**src/rtl/vend_controller.sv**
```systemverilog
// Vending sequencer: coin credit accumulation, vend handshake and greedy change return.
// Build with VEND_TIMEOUT_EN defined to add the idle refund timeout (TIMEOUT_CYCLES).
module vend_controller #(
  parameter int unsigned PRICE0         = 15,
  parameter int unsigned PRICE1         = 20,
  parameter int unsigned PRICE2         = 25,
  parameter int unsigned PRICE3         = 30,
  parameter int unsigned CREDIT_MAX     = 40,
  parameter int unsigned TIMEOUT_CYCLES = 1000
) (
  input  logic       clk,
  input  logic       reset_n,
  input  logic       nickel,
  input  logic       dime,
  input  logic       quarter,
  input  logic [1:0] sel,
  input  logic       sel_valid,
  input  logic       cancel,
  input  logic       dispense_done,
  output logic       dispense_req,
  output logic [1:0] dispense_id,
  output logic       ret_nickel,
  output logic       ret_dime,
  output logic       ret_quarter,
  output logic       coin_reject,
  output logic [5:0] credit,
  output logic       busy
);

  localparam logic [1:0] ST_IDLE     = 2'd0;
  localparam logic [1:0] ST_DISPENSE = 2'd1;
  localparam logic [1:0] ST_CHANGE   = 2'd2;
  localparam logic [6:0] CREDIT_LIMIT = 7'(CREDIT_MAX);

  logic [1:0] state_q, state_d;
  logic [5:0] credit_q, credit_d;
  logic       dreq_q, dreq_d;
  logic [1:0] did_q, did_d;
  logic       rn_q, rn_d;
  logic       rd_q, rd_d;
  logic       rq_q, rq_d;
  logic       rej_q, rej_d;
  logic       busy_q, busy_d;

  logic [2:0] coin_vec_s;
  logic [5:0] coin_val_s;
  logic       coin_any_s;
  logic       coin_one_s;
  logic       coin_fit_s;
  logic       coin_acc_s;
  logic       timeout_s;
  logic [5:0] price_s;

  function automatic logic [5:0] price_of(input logic [1:0] idx);
    case (idx)
      2'd0:    price_of = 6'(PRICE0);
      2'd1:    price_of = 6'(PRICE1);
      2'd2:    price_of = 6'(PRICE2);
      default: price_of = 6'(PRICE3);
    endcase
  endfunction

  // Coin decode; a coin is only accepted when nothing of higher priority acts this cycle.
  always_comb begin
    coin_vec_s = {nickel, dime, quarter};
    coin_any_s = |coin_vec_s;
    coin_val_s = 6'd0;
    coin_one_s = 1'b0;
    case (coin_vec_s)
      3'b100:  begin coin_val_s = 6'd1; coin_one_s = 1'b1; end
      3'b010:  begin coin_val_s = 6'd2; coin_one_s = 1'b1; end
      3'b001:  begin coin_val_s = 6'd5; coin_one_s = 1'b1; end
      default: begin coin_val_s = 6'd0; coin_one_s = 1'b0; end
    endcase
    coin_fit_s = (({1'b0, credit_q} + {1'b0, coin_val_s}) <= CREDIT_LIMIT);
    price_s    = price_of(sel);
    coin_acc_s = (state_q == ST_IDLE) && !sel_valid && !cancel && !timeout_s
                 && coin_one_s && coin_fit_s;
  end

`ifdef VEND_TIMEOUT_EN
  localparam int CNT_W = $clog2(TIMEOUT_CYCLES + 1);
  localparam logic [CNT_W-1:0] CNT_LAST = CNT_W'(TIMEOUT_CYCLES - 1);
  logic [CNT_W-1:0] idle_cnt_q, idle_cnt_d;

  assign timeout_s = (state_q == ST_IDLE) && (credit_q != 6'd0) && (idle_cnt_q == CNT_LAST);

  // Idle counter: runs while credit sits in IDLE, cleared by an accepted coin or leaving IDLE.
  always_comb begin
    if ((state_q == ST_IDLE) && (state_d == ST_IDLE) && (credit_q != 6'd0) && !coin_acc_s) begin
      idle_cnt_d = timeout_s ? idle_cnt_q : idle_cnt_q + CNT_W'(1);
    end else begin
      idle_cnt_d = '0;
    end
  end

  always_ff @(posedge clk or negedge reset_n) begin
    if (!reset_n) begin
      idle_cnt_q <= '0;
    end else begin
      idle_cnt_q <= idle_cnt_d;
    end
  end
`else
  logic unused_timeout_s;
  assign timeout_s        = 1'b0;
  assign unused_timeout_s = ^32'(TIMEOUT_CYCLES);
`endif

  // Next-state and registered-output logic for IDLE / DISPENSE / CHANGE.
  always_comb begin
    state_d  = state_q;
    credit_d = credit_q;
    dreq_d   = dreq_q;
    did_d    = did_q;
    rn_d     = 1'b0;
    rd_d     = 1'b0;
    rq_d     = 1'b0;
    rej_d    = 1'b0;
    case (state_q)
      ST_IDLE: begin
        if (sel_valid) begin
          rej_d = coin_any_s;
          if (credit_q >= price_s) begin
            credit_d = credit_q - price_s;
            did_d    = sel;
            dreq_d   = 1'b1;
            state_d  = ST_DISPENSE;
          end else begin
            state_d = ST_IDLE;
          end
        end else if (cancel || timeout_s) begin
          rej_d = coin_any_s;
          if (credit_q != 6'd0) begin
            state_d = ST_CHANGE;
          end else begin
            state_d = ST_IDLE;
          end
        end else if (coin_acc_s) begin
          credit_d = credit_q + coin_val_s;
        end else begin
          rej_d = coin_any_s;
        end
      end
      ST_DISPENSE: begin
        rej_d = coin_any_s;
        if (dispense_done) begin
          dreq_d  = 1'b0;
          state_d = ST_CHANGE;
        end else begin
          state_d = ST_DISPENSE;
        end
      end
      ST_CHANGE: begin
        rej_d = coin_any_s;
        if (credit_q >= 6'd5) begin
          rq_d     = 1'b1;
          credit_d = credit_q - 6'd5;
        end else if (credit_q >= 6'd2) begin
          rd_d     = 1'b1;
          credit_d = credit_q - 6'd2;
        end else if (credit_q != 6'd0) begin
          rn_d     = 1'b1;
          credit_d = credit_q - 6'd1;
        end else begin
          credit_d = credit_q;
        end
        if (credit_d == 6'd0) begin
          state_d = ST_IDLE;
        end else begin
          state_d = ST_CHANGE;
        end
      end
      default: begin
        state_d  = ST_IDLE;
        credit_d = 6'd0;
        dreq_d   = 1'b0;
      end
    endcase
    busy_d = (state_d != ST_IDLE);
  end

  // State and output registers.
  always_ff @(posedge clk or negedge reset_n) begin
    if (!reset_n) begin
      state_q  <= ST_IDLE;
      credit_q <= 6'd0;
      dreq_q   <= 1'b0;
      did_q    <= 2'd0;
      rn_q     <= 1'b0;
      rd_q     <= 1'b0;
      rq_q     <= 1'b0;
      rej_q    <= 1'b0;
      busy_q   <= 1'b0;
    end else begin
      state_q  <= state_d;
      credit_q <= credit_d;
      dreq_q   <= dreq_d;
      did_q    <= did_d;
      rn_q     <= rn_d;
      rd_q     <= rd_d;
      rq_q     <= rq_d;
      rej_q    <= rej_d;
      busy_q   <= busy_d;
    end
  end

  assign dispense_req = dreq_q;
  assign dispense_id  = did_q;
  assign ret_nickel   = rn_q;
  assign ret_dime     = rd_q;
  assign ret_quarter  = rq_q;
  assign coin_reject  = rej_q;
  assign credit       = credit_q;
  assign busy         = busy_q;

endmodule
```
**config.mk**
```make
export PLATFORM = sky130hd
export DESIGN_NAME = vend_controller
export DESIGN_NICKNAME = d
export VERILOG_FILES = /design/src/rtl/vend_controller.sv
export SDC_FILE = /design/constraint.sdc
export NUM_CORES = 1
export LEC_CHECK = 0
export ABC_AREA = 1
export CORE_ASPECT_RATIO = 1.75
export CORE_MARGIN = 1
export CORE_UTILIZATION = 50
export CTS_CLUSTER_SIZE = 16
export DETAILED_ROUTE_END_ITERATION = 6
export PLACE_DENSITY = 0.74
export SYNTH_ARGS = -nofsm -noshare
export SYNTH_HDL_FRONTEND = slang
export SYNTH_SLANG_ARGS = --single-unit
```
**constraint.sdc**
```tcl
create_clock -name clk -period 2.5 [get_ports clk]
set_clock_uncertainty 0.05 [all_clocks]
set_input_delay 0.25 -clock clk [delete_from_list [all_inputs] [get_ports clk]]
set_output_delay 0.25 -clock clk [all_outputs]
set_load 0.01 [all_outputs]
```
* Yosys cells after proc, flatten, opt, wreduce, memory -nomap -nowiden
Cells that the tools add are included.
** Word-level totals
- Register bits after elaboration :: 16
- Logic and storage cells :: 87
- Input port bits :: 10
- Output and inout port bits :: 14
** Cells by class
- Eq/ne operators :: 13
- Order comparisons :: 4
- Muxes and demuxes :: 36
- Reductions and logical operators :: 17
- Bitwise operators :: 2
- Add/subtract/negate cells :: 6
** Operators by type and width (count)
- two-way mux 6 bit :: 8
- case mux 6 bit (3 select lines) :: 1
- two-way mux 1 bit :: 17
- case mux 5 bit (3 select lines) :: 1
- two-way mux 2 bit :: 5
- case mux 3 bit (3 select lines) :: 1
- AND reduction 4 bit :: 2
- adder 6 x 6 -> 7 bit :: 1
- less-or-equal comparator 7 x 6 -> 1 bit, second input constant :: 1
- adder 6 x 3 -> 6 bit :: 1
- greater-or-equal comparator 6 x 2 -> 1 bit, second input constant :: 1
- greater-or-equal comparator 6 x 3 -> 1 bit, second input constant :: 1
- greater-or-equal comparator 6 bit :: 1
- logical NOT 6 bit :: 1
- inequality test 3 bit, second input constant :: 2
- case mux 2 bit (3 select lines) :: 1
- nonzero test 6 bit :: 1
- OR reduction 3 bit :: 2
- subtractor 6 x 1 -> 6 bit, second input constant :: 1
- subtractor 6 x 2 -> 6 bit, second input constant :: 1
- subtractor 6 x 3 -> 6 bit, second input constant :: 1
- subtractor 6 bit :: 1
- equality test 2 x 1 -> 1 bit, second input constant :: 2
- equality test 2 bit, second input constant :: 2
- other kinds (15) :: 22

* Logic depth before layout (Yosys ltp)
Gate-level depths: netlist of the first run.
- Word-level depth :: 9
- Gate-level depth with buffers :: 17

* Least setup slack after synthesis of the first run
OpenSTA, ideal clock, no wires.
- Path type :: reg-to-reg
- From :: register credit_q[0] (netlist: credit[0])
- To :: register credit_q[1] (netlist: credit[1])
- Period minus slack after synthesis :: 2.143 ns
- Data required time :: 2.385 ns
- Library setup time :: 0.065 ns
- Cell stages (with the launch flop) :: 14
- Data arrival time :: 2.028 ns
- Setup slack :: 0.357 ns
- Cell sequence :: dfrtp_1 inv_1 ha_1 inv_1 fa_1 nand3_1 nand2_1 nand2_1 o211ai_1 o21ai_0 inv_2 nand2_2 nand2_1 nand2_1
** Between the ends
- Word-level cells in the longest chain between the ends :: 6
- Elaborated cells between the ends (all ways) :: 24
- Those cells by class :: add/sub (6); order compare (4); eq/ne (2); mux (9); reduce/logical (3)
** Ends and longest elaborated chain
- from (decl) :: RTL line 36 : logic [5:0] credit_q, credit_d;
- from (signal assigned) :: RTL line 197 : credit_q <= credit_d;
- parallel branches: the longest is 6 deep, another holds adder 6 x 6 -> 7 bit
Parallel ways; which one is timed is not known. The select of a mux whose other input is x is not followed.
A chain may end at the register's enable or synchronous reset.

* Worst setup path after layout of the first run
- From :: input port sel[0]
- To :: register dreq_q (netlist: dispense_req)
** Between the ends
- Word-level cells in the longest chain between the ends :: 5
- Elaborated cells between the ends (all ways) :: 7
- Those cells by class :: order compare (1); eq/ne (3); mux (1); reduce/logical (2)
** Ends and longest elaborated chain
- from (decl) :: RTL line 16 : input logic [1:0] sel,
- equality test 2 bit, or another cell as far along :: RTL line 55 : case (idx)
- case mux 5 bit (3 select lines) (*) :: RTL line 55
- greater-or-equal comparator 6 bit (*) :: RTL line 124 : if (credit_q >= price_s) begin
- inequality test 2 x 1 -> 1 bit (no source line) (*)
- AND reduction 4 bit (no source line) (*)
- to (signal assigned) :: RTL line 198 : dreq_q <= dreq_d;
- to (decl) :: RTL line 37 : logic dreq_q, dreq_d;
Mark *: on every way between the ends. The rest lies on a longest branch, timed or not.

==> out/summary.txt, run 1 <==
========================================================================================
Gr ovfl total .............................................................            0
Crit path max-delay family ................................................  adder cells
Path type of the worst min-delay path .....................................     in2async
Number of nets in the synthesized netlist .................................          290
Overall die height ........................................................      80.9 um
Via-to-Cell Ratio .........................................................         5.12
Placement row count .......................................................           28
Critical Path Fanout Max ..................................................            3
List of cells traversed by the critical path .............................. clkdlybuf4s50_1 > inv_1 > ha_1 > fa_1 > nand3_1 > nand2_1 > nand2_1 > o211ai_1 > buf_4 > o2111ai_1 > o21ai_0
Number of search-and-repair iterations in the first detailed-routing pass .            4
Worst-margin pin slew .....................................................     0.719 ns
Std-Cell Core Area ........................................................ 0.00340 sq mm
Count of endpoints failing setup in the final report ......................            0
Post-Route Utilization ....................................................        68.7%
Count of cell types in the netlist ........................................           35
Category of the worst setup path launch point ............................. primary input
Antenna Cells .............................................................            0
Clock network latency to the later pin of the worst-skew pair .............      0.24 ns
Dpl cells .................................................................          347
Number of CTS-inserted buffers ............................................            3
PnR Total Power ...........................................................    0.00293 W
Clock tree from TritonCTS .................................................          yes
Share of synthesized area occupied by flip-flops and latches ..............        22.5%
Number of setup buffers added after CTS ...................................            0
Number of clock sinks seen by CTS .........................................           16
Max incr delay on CP ......................................................      0.49 ns
Clock group share of total power ..........................................         7.5%
Comb power frac ...........................................................        74.4%
Post-route cell area ...................................................... 0.00233 sq mm
Pint ......................................................................    0.00145 W
Starting Density ..........................................................        52.4%
Warnings from Yosys .......................................................            0
Total leakage power .......................................................      1.24 nW
CTS clock-pin slew for the worst setup and hold paths .....................      0.06 ns
Achievable Freq ...........................................................    0.430 GHz
Final GP Congestion .......................................................        0.987
Vias after detailed routing ...............................................        1,796
Area delta synth->final ...................................................        31.2%
Number of H-tree levels ...................................................            1
Maximum vdd ir drop .......................................................   0.000952 V
DRT iter0 DRCs ............................................................           74
Register bit total from synthesis .........................................           16
Power density normalized to cell area ..................................... 1260 mW/mm^2
Shortest period the worst path allows .....................................      2.33 ns
Post-Syn Instances ........................................................          255
Wire length after detailed routing ........................................      4.78 mm
Arr. time, crit path ......................................................      2.40 ns
Data required time at the worst endpoint ..................................      2.57 ns
Cell depth of the worst setup path ........................................           11
Switching portion of total power ..........................................        50.4%
Mean Syn Cell Area ........................................................   6.98 sq um
Critical Path End Type ....................................................         flop
Switching component of the power ..........................................    0.00148 W
Final hold violation count ................................................            0
Post-route DRC ............................................................            0
Critical-path cell with the highest stage delay ........................... clkdlybuf4s50_1
Cell types occupying the most area after synthesis ........................ dfrtp_1 23%, ha_1 16%, nand2_1 16%, nand3_1 6.8%, inv_1 6.1%
Vias in the first global route ............................................        1,762
Logic depth of the worst register-to-register path ........................           12
Register-to-Register Setup Slack ..........................................      0.31 ns
Antenna viol nets, final ..................................................            0
Worst relative slew slack .................................................        51.9%
Fin crit share ............................................................        93.1%
Biggest area consumer among synthesized cells .............................      dfrtp_1
Total of hold buffers inserted after clock tree synthesis .................            0
Cell chosen for the clock root ............................................     clkbuf_8
Top Ports .................................................................           24
Number of I/O port buffers ................................................           23
Pin count of the biggest net entering global routing ......................           17
Final std cells w/o fill ..................................................          351
Reg power frac ............................................................        18.2%
First-pass GRT wire length ................................................      7.72 mm
Fraction of layout cells with a size suffix above 1 .......................        19.9%
Total Routing Usage GR ....................................................        28.2%
Critical path's most frequent cell ........................................      nand2_1
Max Buffers Root-to-Sink ..................................................            2
WS Path Type ..............................................................       in2reg
Final Max Tran Viols ......................................................            0
Outcome ...................................................................    completed
Die area .................................................................. 0.00381 sq mm
Synth Cell Area ........................................................... 0.00178 sq mm
Max cap viols .............................................................            0
Final layout net count ....................................................          342
Antenna violations before repair ..........................................            0
Area share of the leading cell type in the synthesized netlist ............        22.5%
RSZ-0062 raised after global routing ......................................           no
Mean routed wirelength per cell ...........................................      13.6 um
Half-perimeter wire length of the detailed placement result ...............      3.92 mm
Count of buffer and inverter cells on the critical path ...................            3
Die Width .................................................................      47.1 um
Cell area after placement ................................................. 0.00224 sq mm
========================================================================================
## through the flow
| stage | hold slack [ns] | TNS, ns | worst slack, ns |
|---|---|---|---|
| detailed placement | 0.423 | -1.62 | -0.242 |
| CTS | 0.399 | 0 | 0.000291 |
| global route | 0.443 | 0 | 0.0287 |
| floorplan | -0.0956 | 0 | 0.357 |
| global placement | 0.420 | -1.23 | -0.182 |
| finish | 0.389 | 0 | 0.172 |
## worst register-to-register path, delay by kind of cell (launching register included)
family          cells  cell delay [ns]
simple gates        9             0.92
fa+ha+maj           2             0.60
flops               1             0.42
compound gates      1             0.08
## flip-flops by register name, summed over array words and instances (netlist names)
register      flops
busy              1
coin_reject       1
dispense_id       2
ret_dime          1
ret_quarter       1
credit            6
state_q           2
ret_nickel        1
dispense_req      1
## cell usage in the layout (no fill, tap or decap), types with 2 or more instances in the layout
cell and instances:
a21oi_1 6, o21ai_1 3, inv_2 4, inv_1 29, clkdlybuf4s50_1 20, nand2_2 8
xor2_1 3, nor3_1 3, nand2_1 76, clkbuf_8 4, o211ai_1 3, nand3_1 24
dlymetal6s2s_1 3, nor2_1 13, ha_1 22, dfrtp_1 15, a21o_1 2, o21ai_0 13
o21bai_1 2, buf_4 26, nor2_2 5, a21oi_2 3
## metal layers
metal / GRT usage [%] / part of all wire (%) / routed length, um
met5: 0 / 0 / 0
met4: 8.29 / 3.4 / 162
met3: 3.56 / 3.3 / 160
met2: 55.4 / 57 / 2710
met1: 28.5 / 37 / 1750
## final cells by class
| type | instances | area (sq um) |
|---|---|---|
| clock buffers | 4 | 55.1 |
| fillers | 322 | 1060 |
| inverters | 35 | 136 |
| multi-input cells | 202 | 1250 |
| flip-flops and latches | 16 | 402 |
| well taps | 45 | 56.3 |
| repair buffers | 49 | 433 |
## power groups by stage
stage	sequential (W)	clock (W)	combinational [W]
final	0.000532	0.000220	0.00218
after detailed placement	0.000533	0	0.00212
after global placement	0.000536	0	0.00210
after floorplan	0.000539	0	0.00134
after CTS	0.000530	0.000224	0.00214
after global routing	0.000546	0.000236	0.00245
## worst paths after layout
path | from | to
worst max-delay path | sel[0] | dispense_req
worst min-delay path | reset_n | credit[4]
worst max register to register | credit[0] | credit[0]
worst min register to register | dispense_id[1] | dispense_id[1]
max in group asynchronous | reset_n | credit[1]
min in group clk | dispense_id[1] | dispense_id[1]
## cell usage after synthesis, drive strengths merged
cell and instances:
a21o 2, nand3b 1, dfrtp 16, nand2 85
ha 23, o211ai 3, buf 2, inv 33
nor2 20, clkinv 2, nand4 3, xor2 4
nand3 24, a21oi 9, nor3 3, o311ai 1
o2111ai 1, xnor2 1, o21ai 16, a31oi 1
fa 2, a22oi 1, o21bai 2
## timing repair
item / 4_1_cts / 5_1_grt
pin swaps: 2 / 4
setup endpoints to repair: 1 / 9
resized for setup: 0 / 13
## logic make-up after synthesis
kind of cell	synth area share, %
flip-flops	22.5
AND/OR/NAND/NOR	35.7
AO/OA/AOI/OAI	12.2
adder cells (fa/ha/maj)	18.4
XOR/XNOR	2.46
buffers and inverters	8.72
Note: power is estimated with default switching activity, not from simulation.
==> run 2: changes to the inputs <==
--- a/config.mk
+++ b/config.mk
@@ -7,10 +7,11 @@
 export LEC_CHECK = 0
 export ABC_AREA = 1
 export CORE_ASPECT_RATIO = 1.75
-export CORE_MARGIN = 1
+export CORE_MARGIN = 2
 export CORE_UTILIZATION = 50
 export CTS_CLUSTER_SIZE = 16
 export DETAILED_ROUTE_END_ITERATION = 6
+export GPL_TIMING_DRIVEN = 0
 export PLACE_DENSITY = 0.74
 export SYNTH_ARGS = -nofsm -noshare
 export SYNTH_HDL_FRONTEND = slang
==> out/summary.txt, run 2 (synthesized netlist as in run 1, its figures left out) <==
========================================================================================
Number of search-and-repair iterations in the first detailed-routing pass .            4
Worst-margin pin slew .....................................................     0.707 ns
Count of buffer and inverter cells on the critical path ...................            1
Fin crit share ............................................................        92.0%
Final GP Congestion .......................................................        0.918
Total of hold buffers inserted after clock tree synthesis .................            0
Outcome ...................................................................    completed
Register-to-Register Setup Slack ..........................................      0.20 ns
Wire length after detailed routing ........................................      4.54 mm
Maximum vdd ir drop .......................................................   0.000782 V
List of cells traversed by the critical path .............................. ha_1 > nand3_1 > nand3_1 > xor2_1 > nand2_1 > nand2_1 > nand2_1 > nand3_1 > nand2_2 > buf_4 > nand3_1 > nand2_1
CTS clock-pin slew for the worst setup and hold paths .....................      0.06 ns
Crit path max-delay family ................................................ simple AND/OR/NAND/NOR gates
Filler cell count .........................................................          327
Final setup TNS ...........................................................         0 ns
Dpl cells .................................................................          323
Category of the worst setup path launch point .............................         flop
Vias in the first global route ............................................        1,697
Placement row count .......................................................           28
Max cap viols .............................................................            0
Met2 layer usage reported by global route .................................        43.5%
Final layout net count ....................................................          323
Gr ovfl total .............................................................            0
Mean routed wirelength per cell ...........................................      13.7 um
Final hold violation count ................................................            0
Arr. time, crit path ......................................................      2.39 ns
Met1 Track Usage GR .......................................................        25.5%
Power density normalized to cell area ..................................... 1250 mW/mm^2
Number of I/O port buffers ................................................           23
Std-Cell Core Area ........................................................ 0.00340 sq mm
FF/Latch Area .............................................................    403 sq um
Final Max Tran Viols ......................................................            0
Antenna Cells .............................................................            0
Area delta synth->final ...................................................        23.8%
Number of clock sinks seen by CTS .........................................           16
Data required time at the worst endpoint ..................................      2.59 ns
Max incr delay on CP ......................................................      0.53 ns
Number of CTS-inserted buffers ............................................            3
Via-to-Cell Ratio .........................................................         5.20
Global routing met3 resource utilization ..................................        2.70%
Number of H-tree levels ...................................................            1
Most utilized layer in the global route result ............................         met2
Critical-path cell with the highest stage delay ...........................      dfrtp_1
Path type of the worst min-delay path .....................................     in2async
Pin count of the biggest net entering global routing ......................           17
Antenna violations before repair ..........................................            0
Total leakage power .......................................................      1.13 nW
Cell chosen for the clock root ............................................     clkbuf_8
Total Routing Usage GR ....................................................        23.3%
Die Width .................................................................      49.1 um
Top Ports .................................................................           24
Critical Path Fanout Max ..................................................           10
Half-perimeter wire length of the detailed placement result ...............      3.60 mm
WS Path Type ..............................................................      reg2reg
RSZ-0062 raised after global routing ......................................           no
Worst relative slew slack .................................................        52.7%
Clock tree from TritonCTS .................................................          yes
Count of endpoints failing setup in the final report ......................            0
First-pass GRT wire length ................................................      7.50 mm
DRT iter0 DRCs ............................................................           44
Most common cell after layout, fill and taps aside ........................      nand2_1
Clock network latency to the later pin of the worst-skew pair .............      0.25 ns
Critical Path End Type ....................................................         flop
Total area of multi-input combinational cells ............................. 0.00126 sq mm
Fraction of layout cells with a size suffix above 1 .......................        16.4%
Post-route DRC ............................................................            0
Max Buffers Root-to-Sink ..................................................            2
Antenna viol nets, final ..................................................            0
Shortest period the worst path allows .....................................      2.30 ns
Overall die height ........................................................      82.9 um
Die area .................................................................. 0.00407 sq mm
Achievable Freq ...........................................................    0.435 GHz
Vias after detailed routing ...............................................        1,727
Top library cells by usage in the layout, fill and taps aside ............. 75 x nand2_1, 27 x inv_1, 24 x nand3_1
Starting Density ..........................................................        52.4%
Final std cells w/o fill ..................................................          332
Flip-flop count of the largest register after layout ......................            6
========================================================================================
run 2: repair_timing:
item                       CTS  global route
setup buffers                4             1
pin swaps                    4             7
resized for setup            4            15
setup endpoints to repair    6             9
run 2: stage by stage:
step | setup WS, ns | hold WS, ns | total power, W | util [%] | cell area [sq um]
3_3_place_gp | -0.368 | 0.424 | 0.00243 | 60.8 | 2070
4_1_cts | 0.0160 | 0.400 | 0.00272 | 63.5 | 2160
5_1_grt | 0.00837 | 0.446 | 0.00305 | 64.8 | 2200
3_5_place_dp | -0.397 | 0.431 | 0.00245 | 60.8 | 2070
6_report | 0.200 | 0.376 | 0.00276 | 64.8 | 2200
2_1_floorplan | 0.357 | -0.0956 | 0.00188 | - | 1780
run 2: routing by layer:
metal / vias to the layer above / routed length (um) / part of all wire, %
met1: 787 / 1730 / 38
li1: 890 / - / -
met2: 38 / 2540 / 56
met5: - / 0 / 0
met4: 0 / 153 / 3.4
met3: 12 / 114 / 2.5
run 2: power breakdown:
part	switching [W]	leakage (nW)	internal (W)	total (W)
clock	0.0000861	0.0288	0.000140	0.000226
sequential	0.000162	0.192	0.000378	0.000540
combinational	0.00119	0.912	0.000804	0.00200
run 2: final cells by class:
| type | count | area share, % |
|---|---|---|
| Buffer | 2 | 0.852 |
| Tap cell | 45 | 2.56 |
| Clock buffer | 4 | 2.50 |
| Sequential cell | 16 | 18.3 |
| Multi-Input combinational cell | 202 | 57.4 |
| Inverter | 35 | 6.19 |
| Timing Repair Buffer | 28 | 12.2 |
run 2: worst paths after layout:
path,from,to,depth (start not counted)
min,reset_n,ret_nickel,1
min reg2reg,dispense_id[0],dispense_id[0],2
max in group asynchronous,reset_n,credit[1],1
max,credit[2],credit[1],12
min in group clk,dispense_id[0],dispense_id[0],2
max reg2reg,credit[2],credit[1],12
==> run 3: changes to the inputs <==
--- a/config.mk
+++ b/config.mk
@@ -8,11 +8,11 @@
 export ABC_AREA = 1
 export CORE_ASPECT_RATIO = 1.75
 export CORE_MARGIN = 2
-export CORE_UTILIZATION = 50
+export CORE_UTILIZATION = 49
 export CTS_CLUSTER_SIZE = 16
 export DETAILED_ROUTE_END_ITERATION = 6
 export GPL_TIMING_DRIVEN = 0
-export PLACE_DENSITY = 0.74
+export PLACE_DENSITY = 0.72
 export SYNTH_ARGS = -nofsm -noshare
 export SYNTH_HDL_FRONTEND = slang
 export SYNTH_SLANG_ARGS = --single-unit
==> out/summary.txt, run 3 (synthesized netlist as in run 1, its figures left out) <==
========================================================================================
Outcome ...................................................................    completed
Final Max Tran Viols ......................................................            0
Number of search-and-repair iterations in the first detailed-routing pass .            4
Cell area after placement ................................................. 0.00207 sq mm
Critical Path Fanout Max ..................................................            7
Pin count of the biggest net entering global routing ......................           17
Wire length after detailed routing ........................................      4.51 mm
Final hold violation count ................................................            0
Max incr delay on CP ......................................................      0.48 ns
Worst slack after detailed placement ......................................    -0.383 ns
Critical Path End Type ....................................................         flop
Crit path max-delay family ................................................  adder cells
Maximum vdd ir drop .......................................................   0.000746 V
Count of buffer and inverter cells on the critical path ...................            3
Number of CTS-inserted buffers ............................................            3
Antenna violations before repair ..........................................            0
Total of hold buffers inserted after clock tree synthesis .................            0
Max cap viols .............................................................            0
Half-perimeter wire length of the detailed placement result ...............      3.64 mm
Die area .................................................................. 0.00415 sq mm
First-pass GRT wire length ................................................      7.58 mm
Total leakage power .......................................................      1.13 nW
DRT iter0 DRCs ............................................................           38
Final layout net count ....................................................          322
Post-route cell area ...................................................... 0.00221 sq mm
Clock network latency to the later pin of the worst-skew pair .............      0.26 ns
Fin crit share ............................................................        93.1%
Number of I/O port buffers ................................................           23
Path type of the worst min-delay path .....................................     in2async
Mean routed wirelength per cell ...........................................      13.6 um
Final GP Congestion .......................................................        0.905
CTS clock-pin slew for the worst setup and hold paths .....................      0.06 ns
Gr ovfl total .............................................................            0
Fraction of layout cells with a size suffix above 1 .......................        16.1%
Most common cell after layout, fill and taps aside ........................      nand2_1
Achievable Freq ...........................................................    0.430 GHz
Final std cells w/o fill ..................................................          332
Category of the worst setup path launch point ............................. primary input
Number of clock sinks seen by CTS .........................................           16
Logic depth of the worst register-to-register path ........................           13
Std-Cell Core Area ........................................................ 0.00356 sq mm
Worst-case setup margin in the final layout ...............................     0.172 ns
Vias after detailed routing ...............................................        1,780
Shortest period the worst path allows .....................................      2.33 ns
Cell depth of the worst setup path ........................................           13
Post-route DRC ............................................................            0
RSZ-0062 raised after global routing ......................................           no
Antenna viol nets, final ..................................................            0
Flip-flop count of the largest register after layout ......................            6
Number of H-tree levels ...................................................            1
Count of endpoints failing setup in the final report ......................            0
Area delta synth->final ...................................................        24.5%
Die Width .................................................................      49.6 um
Worst-margin pin slew .....................................................     0.707 ns
Filler cell count .........................................................          356
Top library cells by usage in the layout, fill and taps aside ............. 73 x nand2_1, 27 x inv_1, 22 x nand3_1
Overall die height ........................................................      83.7 um
Critical path's most frequent cell ........................................      nand2_1
Antenna Cells .............................................................            0
Dpl cells .................................................................          324
Power density normalized to cell area ..................................... 1250 mW/mm^2
Worst relative slew slack .................................................        52.7%
Total Routing Usage GR ....................................................        23.5%
Starting Density ..........................................................        50.0%
Top Ports .................................................................           24
Max Buffers Root-to-Sink ..................................................            2
Cell chosen for the clock root ............................................     clkbuf_8
Placement row count .......................................................           29
Via-to-Cell Ratio .........................................................         5.36
Data required time at the worst endpoint ..................................      2.64 ns
Arr. time, crit path ......................................................      2.47 ns
WS Path Type ..............................................................       in2reg
Critical-path cell with the highest stage delay ........................... clkdlybuf4s50_1
Clock tree from TritonCTS .................................................          yes
Vias in the first global route ............................................        1,751
List of cells traversed by the critical path .............................. clkdlybuf4s50_1 > inv_1 > ha_4 > fa_1 > nand3_1 > nand2_1 > nand2_1 > o211ai_1 > o21ai_1 > inv_2 > nand2_4 > nand2_1 > nand2_1
========================================================================================
-- run 3: repair_timing --
action | 4_1_cts | 5_1_grt
endpoints found under the hold margin | 0 | 0
setup buffers | 3 | 1
resized for setup | 3 | 17
pin swaps | 2 | 8
setup endpoints to repair | 6 | 9
-- run 3: layer usage --
layer,up-vias,global-route usage (%),share of wire (%)
li1,895,-,-
met1,840,25.0,37
met2,33,44.2,57
met3,12,2.33,2.1
met4,0,11.1,3.9
met5,-,0,0
-- run 3: worst paths after layout --
| kind | slack [ns] | to | startpoint |
|---|---|---|---|
| worst max register to register | 0.19 | credit[4] | credit[0] |
| worst max-delay path | 0.17 | credit[4] | sel[0] |
| worst min register to register | 0.45 | dispense_req | dispense_req |
| min in group clk | 0.42 | coin_reject | dime |
| worst min-delay path | 0.37 | ret_dime | reset_n |
| max in group asynchronous | 1.54 | credit[0] | reset_n |
-- run 3: cell type report --
class	instances	area [sq um]	share of cell area, %
multi-input cells	202	1280	57.8
flip-flops and latches	16	402	18.1
repair buffers	27	265	12.0
inverters	35	136	6.16
well taps	46	57.6	2.60
clock buffers	4	55.1	2.49
plain buffers	2	18.8	0.847
-- run 3: power breakdown --
group | switching [W] | internal [W]
Sequential | 0.000158 | 0.000376
Combinational | 0.00120 | 0.000807
Clock | 0.0000947 | 0.000140
Total | 0.00145 | 0.00132
-- run 3: per-stage QoR --
| step | hold WS [ns] | TNS [ns] | power [W] | util [%] |
|---|---|---|---|---|
| floorplan | -0.0956 | 0 | 0.00188 | - |
| global placement | 0.431 | -2.61 | 0.00243 | 58.1 |
| detailed placement | 0.422 | -2.74 | 0.00246 | 58.1 |
| CTS | 0.398 | 0 | 0.00273 | 60.6 |
| global route | 0.407 | 0 | 0.00305 | 62.3 |
| finish | 0.366 | 0 | 0.00277 | 62.3 |
